File: src/rtl/wb_port_arbiter_pkg.sv
// ============================================================================
// Module      : wb_port_arbiter_pkg
// Description : Shared widths and grant encoding for the writeback port arbiter.
// Revision    : 1.0 - initial release
// ============================================================================
`default_nettype none

package wb_port_arbiter_pkg;

  localparam int C_XLEN = 32;
  localparam int C_AW   = 5;
  localparam int C_CNTW = 16;

  typedef enum logic {
    SRC_EX  = 1'b0,
    SRC_MEM = 1'b1
  } src_e;

endpackage

`default_nettype wire

File: src/rtl/wb_port_arbiter_rr_arb2.sv
// ============================================================================
// Module      : rr_arb2
// Description : Two-way round-robin arbiter; req[0]=EX, req[1]=MEM.
// Revision    : 1.0 - initial release
// ============================================================================
`default_nettype none

module rr_arb2
  import wb_port_arbiter_pkg::*;
(
  input  logic       clk,
  input  logic       rst,
  input  logic [1:0] i_req,
  input  logic       i_update,
  output logic [1:0] o_gnt
);

  src_e r_last;
  src_e w_last_nxt;

  always_ff @(posedge clk) begin
    if (rst) begin
      r_last <= SRC_MEM;
    end else begin
      r_last <= w_last_nxt;
    end
  end

  // On a tie the source that did not win last time is served.
  always_comb begin
    o_gnt      = i_req;
    w_last_nxt = r_last;
    if (i_req == 2'b11) begin
      o_gnt = (r_last == SRC_MEM) ? 2'b01 : 2'b10;
    end
    if (i_update) begin
      w_last_nxt = o_gnt[1] ? SRC_MEM : SRC_EX;
    end
  end

endmodule

`default_nettype wire

File: src/rtl/wb_port_arbiter.sv
// ============================================================================
// Module      : wb_port_arbiter
// Description : Shares the register-file write port between EX and MEM sources.
// Revision    : 1.0 - initial release
// ============================================================================
`default_nettype none

module wb_port_arbiter
  import wb_port_arbiter_pkg::*;
#(
  parameter int XLEN = C_XLEN,
  parameter int AW   = C_AW,
  parameter int CNTW = C_CNTW
) (
  input  logic            clk,
  input  logic            rst,
  input  logic            i_ex_valid,
  input  logic [AW-1:0]   i_ex_rd,
  input  logic [XLEN-1:0] i_ex_data,
  output logic            o_ex_ready,
  input  logic            i_mem_valid,
  input  logic [AW-1:0]   i_mem_rd,
  input  logic [XLEN-1:0] i_mem_data,
  output logic            o_mem_ready,
  output logic            o_regwr,
  output logic [AW-1:0]   o_rdaddr,
  output logic [XLEN-1:0] o_win,
  output logic [CNTW-1:0] o_conflict_cnt
);

  logic [1:0]      w_gnt;
  logic            w_xfer;
  logic [AW-1:0]   w_sel_rd;
  logic [XLEN-1:0] w_sel_data;
  logic            w_conflict;

  logic            r_regwr;
  logic [AW-1:0]   r_rdaddr;
  logic [XLEN-1:0] r_win;
  logic [CNTW-1:0] r_conflict_cnt;

  rr_arb2 u_rr_arb2 (
    .clk      (clk),
    .rst      (rst),
    .i_req    ({i_mem_valid, i_ex_valid}),
    .i_update (w_xfer),
    .o_gnt    (w_gnt)
  );

  assign o_ex_ready  = w_gnt[0];
  assign o_mem_ready = w_gnt[1];
  assign w_xfer      = |w_gnt;
  assign w_sel_rd    = w_gnt[1] ? i_mem_rd   : i_ex_rd;
  assign w_sel_data  = w_gnt[1] ? i_mem_data : i_ex_data;
  assign w_conflict  = i_ex_valid & i_mem_valid;

  always_ff @(posedge clk) begin
    if (rst) begin
      r_regwr        <= 1'b0;
      r_rdaddr       <= '0;
      r_win          <= '0;
      r_conflict_cnt <= '0;
    end else begin
      // x0 writes complete the handshake but never reach the register file.
      r_regwr <= w_xfer && (w_sel_rd != '0);
      if (w_xfer) begin
        r_rdaddr <= w_sel_rd;
        r_win    <= w_sel_data;
      end
      if (w_conflict && !(&r_conflict_cnt)) begin
        r_conflict_cnt <= r_conflict_cnt + 1'b1;
      end
    end
  end

  assign o_regwr        = r_regwr;
  assign o_rdaddr       = r_rdaddr;
  assign o_win          = r_win;
  assign o_conflict_cnt = r_conflict_cnt;

endmodule

`default_nettype wire

File: config.mk
export PLATFORM = sky130hd
export DESIGN_NAME = wb_port_arbiter
export DESIGN_NICKNAME = d
export VERILOG_FILES = /design/src/rtl/wb_port_arbiter_pkg.sv /design/src/rtl/wb_port_arbiter_rr_arb2.sv /design/src/rtl/wb_port_arbiter.sv
export SDC_FILE = /design/constraint.sdc
export NUM_CORES = 1
export LEC_CHECK = 0
export BUFFER_PORTS_ARGS = -buffer_cell sky130_fd_sc_hd__buf_4
export CAP_MARGIN = 25
export CORE_MARGIN = 2
export CORE_UTILIZATION = 49
export DETAILED_ROUTE_END_ITERATION = 6
export PLACE_DENSITY_LB_ADDON = 0.08
export SLEW_MARGIN = 30
export SYNTH_ARGS = -nofsm -noshare
export SYNTH_HDL_FRONTEND = slang
export SYNTH_HIERARCHICAL = 1
export SYNTH_SLANG_ARGS = --single-unit
File: constraint.sdc
create_clock -name clk -period 4.7 [get_ports clk]
set_input_delay 0.235 -clock clk [delete_from_list [all_inputs] [get_ports clk]]
set_output_delay 0.235 -clock clk [all_outputs]
set_load 0.02 [all_outputs]
# After elaboration in Yosys (flattened, before gate mapping)

Cells that the tools add are included.

Logic and storage cells: 19
Register bits after elaboration: 55
Bits in read-only memories: 0
Output and inout bits: 56
Bits of input ports: 78
RAM bits: 0
Memories kept: 0
Latch bits: 0

Divide/modulo/power cells: 0
Bitwise logic cells: 1
Eq/ne operators: 1
$add $sub $neg: 1
Reductions and logical operators: 6
Multiply operators: 0
Mux-type cells: 5
Shift operators: 0
$lt $le $gt $ge: 0

Operators by type and width:

| operator                | count |
|---|---|
| $mux W32                | 1 |
| $add A16 B1 Y16 const B | 1 |
| $reduce_and A16 Y1      | 1 |
| $mux W5                 | 1 |
| $reduce_bool A5 Y1      | 1 |
| $mux W2                 | 2 |
| $eq A2 B2 Y1 const B    | 1 |
| $logic_and A1 B1 Y1     | 2 |
| $reduce_or A2 Y1        | 1 |
| $and A1 B1 Y1           | 1 |
| $logic_not A1 Y1        | 1 |
| $mux W1                 | 1 |

# Logic depth before layout (Yosys ltp)

Gate-level depths: netlist of the first run.

Word-level depth: 5
Mapped depth: 9
Mapped depth without buffers: 6

# Hierarchy

The synthesis of the first run kept the hierarchy.

By module, submodules not included:

| module          | area an instance (um^2) | cells an instance | sequential area each (um^2) | instances |
|---|---|---|---|---|
| wb_port_arbiter | 2592.5                  | 307               | 1081.0                      | 1 |
| rr_arb2         | 53.8                    | 6                 | 20.0                        | 1 |

# Worst setup path after synthesis of the first run

No wires, ideal clock.

Kind: reg2reg
Start: register u_rr_arb2.r_last
End: register r_win[10] (netlist: o_win[10])
Buffers on the path: 3
Period minus slack after synthesis: 2.106 ns
Slack: 2.594 ns
Arrival: 1.979 ns
Required time: 4.572 ns
Library setup time: 0.128 ns
Cell stages (with the launch flop): 10
Cell sequence: dfxtp_1 > inv_1 > a21boi_0 > clkbuf_1 > buf_2 > buf_2 > mux2i_1 > nor2_1 > a21oi_1 > nor2_1

Longest elaborated chain between the ends: 3
Elaborated cells on any way between the ends: 4
Classes of those cells: mux (3); reduce/logical (1)

Ends and longest elaborated chain:

| element                | line                          | source |
|---|---|---|
| start, declared        | wb_port_arbiter_rr_arb2.sv:18 | `src_e r_last;` |
| start signal, assigned | wb_port_arbiter_rr_arb2.sv:25 | `r_last <= w_last_nxt;` |
| $mux W2                | wb_port_arbiter_rr_arb2.sv:34 | `o_gnt = (r_last == SRC_MEM) ? 2'b01 : 2'b10;` |
| $mux W2                | wb_port_arbiter_rr_arb2.sv:33 | `if (i_req == 2'b11) begin` |
| net o_ex_ready         | wb_port_arbiter.sv:20         | `output logic o_ex_ready,` |
| $reduce_or A2 Y1       | wb_port_arbiter.sv:52         | `assign w_xfer = \|w_gnt;` |
| end signal, assigned   | wb_port_arbiter.sv:68         | `r_win <= w_sel_data;` |
| end, declared          | wb_port_arbiter.sv:39         | `logic [XLEN-1:0] r_win;` |

The timed path passes the listed nets, and every way through them passes these cells.
A chain may end at the register's enable or synchronous reset.

# Worst setup path after layout of the first run

Start: register u_rr_arb2.r_last
End: register r_win[10] (netlist: o_win[10])

Longest elaborated chain between the ends: 3
Elaborated cells on any way between the ends: 4
Classes of those cells: mux (3); reduce/logical (1)

Ends and longest elaborated chain:

| element                                      | line |
|---|---|
| $mux W2 (*)                                  | wb_port_arbiter_rr_arb2.sv:34 |
| $mux W2 (*)                                  | wb_port_arbiter_rr_arb2.sv:33 |
| $mux W32 or $reduce_or A2 Y1 (tied branches) | wb_port_arbiter.sv:54, wb_port_arbiter.sv:52 |

Every way passes the cells marked *; elsewhere a longest branch is shown, timed or not.

==> reports/results.tsv, run 1 <==
stage	metric	value	unit
outcome	outcome	finished, final reports clean	
layout	Ant. Diodes	0	
global_route	largest net degree at the start of global routing	79	
floorplanning	Die X	77.5	µm
yosys	Netlist cell types	43	
yosys	post-synthesis register bit count	55	
sta	Fmax	439	MHz
floorplanning	number of I/O pins	134	
critical_path	critical path class	reg2reg	
yosys	Post-Syn Area	2650	µm²
critical_path	Critical Path AT	2.45	ns
clocking	CTS tree	yes	
route	post-route ant nets	0	
sta	Final Hold Viols	0	
clocking	cts hold-fix bufs	0	
floorplanning	die height	77.5	µm
place	port buffer count	133	
layout	Multi-input gate area	1440	µm²
min_path	HP Class	in2reg	
layout	Non-Filler Instances	504	
yosys	Main synth FF type	dfxtp_1	
floorplanning	Core Rows	26	
power_and_ir_drop	worst vdd ir	0.181	mV
power_and_ir_drop	post-layout power	1.04	mW
power_and_ir_drop	P_leak	1.72	nW
layout	share of layout cells above drive strength 1	0.364	
place	post-DP HPWL	4700	µm
sta	Tmin final	2.28	ns
route	Routed WL	6580	µm
clocking	Root Driver	clkbuf_8	
layout	Filler Cells Inserted	435	
critical_path	Critical Path Fanout Max	21	
route	drt drc	0	
yosys	net count after synthesis	392	
sta	Tcrit/Tclk final	0.484	
layout	sequential standard cell area	1100	µm²
sta	Setup TNS	0	ns
clocking	H-tree Lvls	2	
place	routability cong.	0.728	
sta	worst rel slew slack	0.423	
critical_path	element type at the critical path end	flop	
route	First DRT Iteration DRCs	124	
route	Via density	5.24	
layout	synthesis-to-finish area growth	41.6	%
sta	Final Skew	0.00266	ns
yosys	Avg Cell Area, Syn	8.45	µm²
place	placed instance area	3650	µm²
critical_path	crit start category	flop	
yosys	register area share after synthesis	0.416	
clocking	CTS-repair resized insts	0	
global_route	vias in the first global route	2505	
yosys	Post-synth EDFFs	0	
power_and_ir_drop	Power per Cell Area	278	nW/µm²
flow_run	max_cap viols	0	
floorplanning	core area	5170	µm²
route	routed len/inst	13.1	µm
clocking	post-CTS setup-driven buffer insertion count	0	
place	dpl cells	496	
clocking	CTS buffer count	5	
clocking	clock-pin slew on the worst setup and hold paths	0.09	ns
layout	fin area	3750	µm²
clocking	CTS max path bufs	2	
yosys	share of synthesized flip-flops with an asynchronous set or reset	0	
global_route	global-route usage over all layers	0.221	
sta	Slew @ Worst Pin	0.863	ns
layout	final net count	512	
yosys	Synth Instances	313	
route	detailed-router iteration count before antenna repair	4	
clocking	clock sinks	55	
critical_path	CP required	4.88	ns
clocking	clock latency on the worst-skew pair	0.30	ns
sta	final hold slack	0.154	ns
floorplanning	DIE AREA	6000	µm²
yosys	YS warnings	6	
sta	unrepaired setup endpoints after global routing	false	
global_route	initial antenna violation count	0	
route	DR vias	2643	
global_route	first-pass GRT wire length	10900	µm
global_route	GRT overflow	0	
sta	max-slew violations	0	
floorplanning	Starting Density	0.512	
sta	setup violators final	0	
==> state kept, by name (all words and copies together), names as in the netlist <==
register	cells
o_conflict_cnt	16
o_regwr	1
o_rdaddr	5
u_rr_arb2/r_last	1
o_win	32
==> per-stage QoR <==
| step | setup WS (ns) | utilization |
|---|---|---|
| floorplan | 2.59 | - |
| global placement | 2.50 | 0.705 |
| detailed placement | 2.44 | 0.705 |
| CTS | 2.41 | 0.724 |
| global route | 2.25 | 0.724 |
| finish | 2.42 | 0.724 |
==> synth_stat cells, types with 2 or more instances <==
master | n | area (µm²)
or3b_2 | 2 | 17.5
mux2i_1 | 36 | 360
inv_1 | 2 | 7.51
nor2_1 | 76 | 285
a21oi_1 | 50 | 250
clkbuf_8 | 3 | 41.3
or3_1 | 4 | 25.0
buf_1 | 2 | 7.51
clkbuf_1 | 11 | 41.3
dfxtp_1 | 55 | 1100
nand3_1 | 5 | 25.0
or2_2 | 2 | 12.5
nor2b_1 | 4 | 25.0
buf_2 | 5 | 25.0
or4_1 | 7 | 52.6
o21ai_0 | 5 | 25.0
nand4_1 | 4 | 25.0
o31ai_1 | 8 | 60.1
nand2_1 | 5 | 18.8
nor4_1 | 2 | 12.5
or3_2 | 2 | 15.0
nor3_1 | 2 | 10.0
==> placed cells by master (no fill, tap or decap), types with 4 or more instances in the layout <==
master and instances:
clkbuf_8 7, or3_1 4, dfxtp_1 55, or4_1 7
a21oi_1 50, mux2i_1 36, nand4_1 4, nor2b_1 4
buf_4 135, nand3_1 5, o21ai_0 5, nand2_1 5
o31ai_1 8, nor2_1 76
==> routing by layer <==
| layer | up-vias | track usage | routed length (µm) |
|---|---|---|---|
| li1 | 1347 | - | - |
| met1 | 1202 | 0.256 | 2860 |
| met2 | 86 | 0.400 | 3180 |
| met3 | 8 | 0.0523 | 468 |
| met4 | 0 | 0.0696 | 73 |
| met5 | - | 0 | 0 |
==> power by group <==
part / internal (mW) / leakage (nW) / switching, mW / total, mW
sequential: 0.494 / 0.452 / 0.0156 / 0.510
combinational: 0.123 / 1.22 / 0.126 / 0.248
clock: 0.135 / 0.0515 / 0.147 / 0.282
==> cell families after synthesis <==
group | after synthesis | share of synthesized area
AO/OA/AOI/OAI | 70 | 0.151
XOR/XNOR | 1 | 0.00331
AND/OR/NAND/NOR | 125 | 0.235
flip-flops | 55 | 0.416
buffers and inverters | 24 | 0.0496
adder cells (fa/ha/maj) | 1 | 0.00473
multiplexers | 37 | 0.140
==> critical path: stages, from the launching register on <==
cell and delay (ns):
dfxtp_1 0.40, inv_1 0.09, a21boi_4 0.70, buf_4 0.45, mux2i_1 0.25, nor2_1 0.06, a21oi_1 0.15, nor2_1 0.05
==> final timing paths <==
kind / start / endpoint / slack, ns / depth (start not counted)
worst max-delay path: u_rr_arb2/r_last / o_win[10] / 2.42 / 7
worst min-delay path: i_mem_data[5] / o_win[5] / 0.15 / 3
worst max register to register: u_rr_arb2/r_last / o_win[10] / 2.42 / 7
worst min register to register: o_conflict_cnt[11] / o_conflict_cnt[11] / 0.52 / 2
==> cell type report <==
| class | count | area share |
|---|---|---|
| timing repair buffer | 135 | 0.271 |
| inverter | 2 | 0.00200 |
| tap | 70 | 0.0234 |
| sequential | 55 | 0.294 |
| clock buffer | 8 | 0.0267 |
| multi-input combinational | 234 | 0.383 |
Note: power is estimated with default switching activity, not from simulation.
==> inputs of run 2 (changes only) <==
--- a/config.mk
+++ b/config.mk
@@ -8,7 +8,7 @@
 export BUFFER_PORTS_ARGS = -buffer_cell sky130_fd_sc_hd__buf_4
 export CAP_MARGIN = 25
 export CORE_MARGIN = 2
-export CORE_UTILIZATION = 49
+export CORE_UTILIZATION = 46
 export DETAILED_ROUTE_END_ITERATION = 6
 export PLACE_DENSITY_LB_ADDON = 0.08
 export SLEW_MARGIN = 30
==> constraint.sdc (replaced) <==
create_clock -name clk -period 2.2 [get_ports clk]
set_input_delay 0.11 -clock clk [delete_from_list [all_inputs] [get_ports clk]]
set_output_delay 0.11 -clock clk [all_outputs]
set_load 0.02 [all_outputs]
==> reports/results.tsv, run 2 (synthesis results as in run 1) <==
stage	metric	value	unit	change
place	post-DP HPWL	4830	µm	+2.7%
power_and_ir_drop	Power per Cell Area	578	nW/µm²	+110%
global_route	first-pass GRT wire length	10700	µm	-1.5%
place	dpl ws	0.350	ns	-2.09 ns
floorplanning	Die X	79.8	µm	+3.0%
floorplanning	Starting Density	0.478		-0.0340
route	drt drc	0		unchanged
sta	Tmin final	1.85	ns	-0.429 ns
sta	Final Hold Viols	0		unchanged
power_and_ir_drop	Clk pwr share	0.255		-0.016
floorplanning	core area	5540	µm²	+7.1%
outcome	outcome	finished, final reports clean		
power_and_ir_drop	Switching Fraction	0.280		+0.00232
critical_path	Critical Path AT	2.04	ns	-0.41 ns
route	First DRT Iteration DRCs	57		-54%
route	routed len/inst	13.1	µm	+0.15%
power_and_ir_drop	P_leak	1.74	nW	+1.1%
place	routability cong.	0.764		+4.9%
sta	unrepaired setup endpoints after global routing	false		
power_and_ir_drop	Logic pwr share	0.247		+0.008
global_route	global-route usage over all layers	0.210		-0.0112
power_and_ir_drop	register share of total power	0.498		+0.008
critical_path	r2r setup slk	0.35	ns	-2.07 ns
layout	highest-count cells in the layout ignoring fill and taps	136 x buf_4, 76 x nor2_1, 55 x dfxtp_1		
layout	max reg flops	32		unchanged
flow_run	max_cap viols	0		unchanged
global_route	largest net degree at the start of global routing	58		-27%
sta	Slew @ Worst Pin	0.789	ns	-0.0744 ns
clocking	CTS-repair resized insts	0		unchanged
sta	Fmax	541	MHz	+23%
layout	final net count	515		+0.59%
critical_path	critical path class	reg2reg		
global_route	GRT overflow	0		unchanged
layout	commonest non-fill, non-tap cell in the layout	buf_4		
power_and_ir_drop	post-layout power	2.19	mW	+110%
route	Via density	5.13		-2.1%
route	Routed WL	6640	µm	+0.94%
floorplanning	die height	79.8	µm	+3.0%
clocking	clock sinks	55		unchanged
power_and_ir_drop	Pint	1.58	mW	+110%
clocking	clock latency on the worst-skew pair	0.30	ns	about the same
route	post-route ant nets	0		unchanged
layout	sequential standard cell area	1100	µm²	unchanged
floorplanning	DIE AREA	6380	µm²	+6.2%
layout	share of layout cells above drive strength 1	0.369		+0.00521
layout	Ant. Diodes	0		unchanged
layout	synthesis-to-finish area growth	43.0	%	
critical_path	Critical Path Fanout Max	7		-67%
min_path	HP Class	in2reg		
layout	Filler Cells Inserted	498		+14%
layout	Multi-input gate area	1440	µm²	unchanged
critical_path	element type at the critical path end	flop		
global_route	vias in the first global route	2467		-1.5%
sta	max-slew violations	0		unchanged
place	port buffer count	133		unchanged
route	detailed-router iteration count before antenna repair	4		unchanged
sta	final hold slack	0.0360	ns	-0.118 ns
clocking	cts hold-fix bufs	0		unchanged
critical_path	CP required	2.40	ns	-2.48 ns
clocking	CTS tree	yes		
clocking	post-CTS setup-driven buffer insertion count	0		unchanged
sta	Final Skew	0.00457	ns	+0.00191 ns
sta	setup violators final	0		unchanged
sta	worst rel slew slack	0.473		+0.0497
floorplanning	number of I/O pins	134		unchanged
clocking	Root Driver	clkbuf_8		
clocking	clock-pin slew on the worst setup and hold paths	0.09	ns	about the same
route	DR vias	2607		-1.4%
sta	Tcrit/Tclk final	0.840		+0.355
clocking	CTS buffer count	5		unchanged
power_and_ir_drop	Psw	0.612	mW	+110%
clocking	H-tree Lvls	2		unchanged
power_and_ir_drop	worst vdd ir	0.370	mV	+100%
clocking	CTS max path bufs	2		unchanged
global_route	initial antenna violation count	0		unchanged
sta	Setup TNS	0	ns	unchanged
critical_path	crit start category	flop		
sta	setup ws final	0.352	ns	-2.07 ns
floorplanning	Core Rows	27		+3.8%
-- run 2: changes by cell type in the layout (fill, tap and decap cells not counted), sizes merged --
cell    delta
buf        +3
clkbuf     -2
clkinv     +1
-- run 2: metrics by stage --
step	utilization	instance area (µm²)	std cells
after global routing	0.683	3780	508
after detailed placement	0.667	3700	501
after CTS	0.683	3780	508
final	0.683	3780	508
after floorplan	-	2650	313
after global placement	0.667	3700	501
-- run 2: path summary, 6_finish.rpt --
kind	start	end	cells past startpoint
max reg2reg	o_conflict_cnt[0]	o_conflict_cnt[14]	5
max	o_conflict_cnt[0]	o_conflict_cnt[14]	5
min reg2reg	o_conflict_cnt[11]	o_conflict_cnt[11]	2
min	i_mem_data[19]	o_win[19]	3
-- run 2: area by class of cell --
type / instances / area share
Tap cell: 72 / 0.0238
Clock buffer: 6 / 0.0218
Sequential cell: 55 / 0.291
Clock inverter: 1 / 0.00132
Timing Repair Buffer: 138 / 0.280
Multi-Input combinational cell: 234 / 0.380
Inverter: 2 / 0.00198
-- run 2: power by group through the flow --
stage | Sequential (mW) | Clock [mW] | Combinational, mW
after floorplan | 1.18 | 0 | 0.224
after global placement | 1.11 | 0 | 0.535
after detailed placement | 1.11 | 0 | 0.545
after CTS | 1.09 | 0.574 | 0.547
after global routing | 1.10 | 0.611 | 0.593
final | 1.09 | 0.557 | 0.541
-- run 2: worst max-delay path, stage by stage, from the launching register on --
cell and delay [ns]:
dfxtp_1 0.40, ha_1 0.24, nand3_4 0.11, or2_0 0.32, nor4_1 0.32, mux2_2 0.36
-- run 2: metal layers --
metal  routed length [µm]  share of wire  up-vias  track usage
met5                    0              0        -            0
met4                   57         0.0086        0       0.0559
met3                  441          0.066        4       0.0667
met2                 3450           0.52       77        0.374
met1                 2700           0.41     1182        0.241
li1                     -              -     1344            -
==> inputs of run 3 (changes only) <==
--- a/config.mk
+++ b/config.mk
@@ -8,7 +8,7 @@
 export BUFFER_PORTS_ARGS = -buffer_cell sky130_fd_sc_hd__buf_4
 export CAP_MARGIN = 25
 export CORE_MARGIN = 2
-export CORE_UTILIZATION = 46
+export CORE_UTILIZATION = 41
 export DETAILED_ROUTE_END_ITERATION = 6
 export PLACE_DENSITY_LB_ADDON = 0.08
 export SLEW_MARGIN = 30
==> constraint.sdc (replaced) <==
create_clock -name clk -period 1.5 [get_ports clk]
set_input_delay 0.075 -clock clk [delete_from_list [all_inputs] [get_ports clk]]
set_output_delay 0.075 -clock clk [all_outputs]
set_load 0.02 [all_outputs]
==> reports/results.tsv, run 3 (synthesis results as in run 1) <==
stage	metric	value	unit	change
outcome	outcome	finished with violations		
outcome	failing checks	negative setup slack		
critical_path	CP required	1.74	ns	-0.66 ns
layout	post-layout util	0.751		+0.0680
route	detailed-router iteration count before antenna repair	4		unchanged
power_and_ir_drop	post-layout power	3.73	mW	+71%
route	Via density	5.10		-0.62%
sta	Setup TNS	-0.592	ns	-0.592 ns
critical_path	RR Endpoint	o_conflict_cnt[15]		
route	post-route ant nets	0		unchanged
clocking	CTS max path bufs	2		unchanged
layout	sequential standard cell area	1140	µm²	+3.6%
floorplanning	Core Rows	29		+7.4%
clocking	CTS tree	yes		
sta	worst rel slew slack	0.774		+0.301
floorplanning	Starting Density	0.419		-0.0585
layout	share of layout cells above drive strength 1	0.477		+0.107
critical_path	critical path launch point	o_conflict_cnt[3]		
floorplanning	Die X	84.3	µm	+5.6%
global_route	global-route usage over all layers	0.219		+0.00887
global_route	met3 Use GR	0.0560		-0.0107
place	port buffer count	133		unchanged
layout	Multi-input gate area	1580	µm²	+10%
critical_path	crit start category	flop		
sta	Tcrit/Tclk final	1.07		+0.227
floorplanning	die height	84.3	µm	+5.6%
min_path	HP Class	in2reg		
sta	setup violators final	11		+11
place	dpl ws	-0.135	ns	-0.485 ns
place	dpl cells	537		+7.2%
clocking	Root Driver	clkbuf_8		
critical_path	RR Startpoint	o_conflict_cnt[3]		
global_route	GRT overflow	0		unchanged
critical_path	R2R cell count	4		-1
sta	final hold slack	0.00650	ns	-0.0295 ns
layout	commonest non-fill, non-tap cell in the layout	buf_4		
flow_run	max_cap viols	0		unchanged
critical_path	CP endpoint	o_conflict_cnt[15]		
layout	synthesis-to-finish area growth	79.1	%	
global_route	GR peak layer	met2		
place	placed instance area	4010	µm²	+8.4%
route	DR vias	3004		+15%
clocking	clock sinks	55		unchanged
global_route	first-pass GRT wire length	13000	µm	+21%
layout	highest-count cells in the layout ignoring fill and taps	173 x buf_4, 76 x nor2_1, 47 x a21oi_1		
sta	Tmin final	1.60	ns	-0.247 ns
power_and_ir_drop	worst vdd ir	0.529	mV	+43%
layout	fin area	4740	µm²	+25%
critical_path	critical path class	reg2reg		
sta	max-slew violations	0		unchanged
floorplanning	core area	6310	µm²	+14%
sta	setup ws final	-0.100	ns	-0.453 ns
global_route	largest net degree at the start of global routing	35		-40%
global_route	initial antenna violation count	0		unchanged
layout	Ant. Diodes	0		unchanged
clocking	H-tree Lvls	2		unchanged
route	drt drc	0		unchanged
global_route	GRT met1 Usage	0.263		+0.0213
floorplanning	DIE AREA	7110	µm²	+12%
sta	Final Hold Viols	0		unchanged
layout	Filler Cells Inserted	499		+0.20%
sta	Slew @ Worst Pin	0.340	ns	-0.449 ns
clocking	CTS buffer count	5		unchanged
route	Routed WL	8450	µm	+27%
floorplanning	number of I/O pins	134		unchanged
critical_path	r2r setup slk	-0.10	ns	-0.45 ns
route	First DRT Iteration DRCs	106		+86%
clocking	clock latency on the worst-skew pair	0.31	ns	about the same
sta	unrepaired setup endpoints after global routing	true		
place	routability cong.	0.756		-1.1%
layout	max reg flops	32		unchanged
critical_path	Critical Path AT	1.84	ns	-0.20 ns
global_route	vias in the first global route	2881		+17%
sta	Fmax	625	MHz	+15%
place	post-DP HPWL	5230	µm	+8.3%
critical_path	element type at the critical path end	flop		
global_route	met2 Resource Use GR	0.390		+0.0164
power_and_ir_drop	Power per Cell Area	787	nW/µm²	+36%
power_and_ir_drop	P_leak	2.17	nW	+25%
clocking	clock-pin slew on the worst setup and hold paths	0.11	ns	+0.02 ns
layout	final net count	590		+15%
critical_path	Critical Path Fanout Max	5		-2
layout	Non-Filler Instances	589		+16%
route	routed len/inst	14.4	µm	+9.7%
sta	Final Skew	0.0149	ns	+0.0103 ns
[run 3: changes by cell type in the layout (fill, tap and decap cells not counted), sizes merged]
cell / change
bufinv: +2
buf: +41
or3: +1
inv: +1
clkbuf: +2
dlygate4sd3: +30
clkinv: -1
[run 3: what timing repair did]
item,CTS,global route
pin swaps,17,15
setup buffers,4,4
endpoints found under the setup margin,13,38
endpoints found under the hold margin,30,0
resized for setup,9,29
cloned,2,4
hold buffers,30,0
[run 3: critical path, stage by stage (launching register included)]
cell and delay (ns):
dfxtp_4 0.37, nand4_1 0.11, or3_4 0.42, or4_4 0.50, a21oi_2 0.12
[run 3: power by group]
group	leakage, nW	total (mW)	switching, mW	internal (mW)
registers	0.461	1.59	0.0545	1.54
logic	1.64	0.962	0.446	0.517
clock network	0.0687	1.18	0.510	0.668
total	2.17	3.73	1.01	2.72
[run 3: layer usage]
metal / wire length, µm / up-vias
met5: 0 / -
met4: 104 / 0
met3: 518 / 13
met2: 4320 / 104
met1: 3510 / 1383
li1: - / 1504
[run 3: how the worst min path moves through the flow]
stage / start / endpoint / slack (ns) / cells after the start
floorplan: rst / u_rr_arb2/r_last / 0.17 / 1
global placement: i_mem_data[31] / o_win[31] / 0.30 / 3
detailed placement: i_mem_data[24] / o_win[24] / 0.31 / 3
CTS: i_mem_rd[1] / o_rdaddr[1] / 0.0001 / 3
global route: i_mem_rd[0] / o_rdaddr[0] / 0.01 / 3
finish: i_mem_data[26] / o_win[26] / 0.006 / 3
[run 3: area by class of cell]
| class | count | area share |
|---|---|---|
| inverter | 2 | 0.00158 |
| clock buffer | 5 | 0.0145 |
| multi-input combinational | 235 | 0.334 |
| tap | 77 | 0.0203 |
| sequential | 55 | 0.241 |
| timing repair buffer | 212 | 0.375 |
| clock inverter | 3 | 0.0140 |
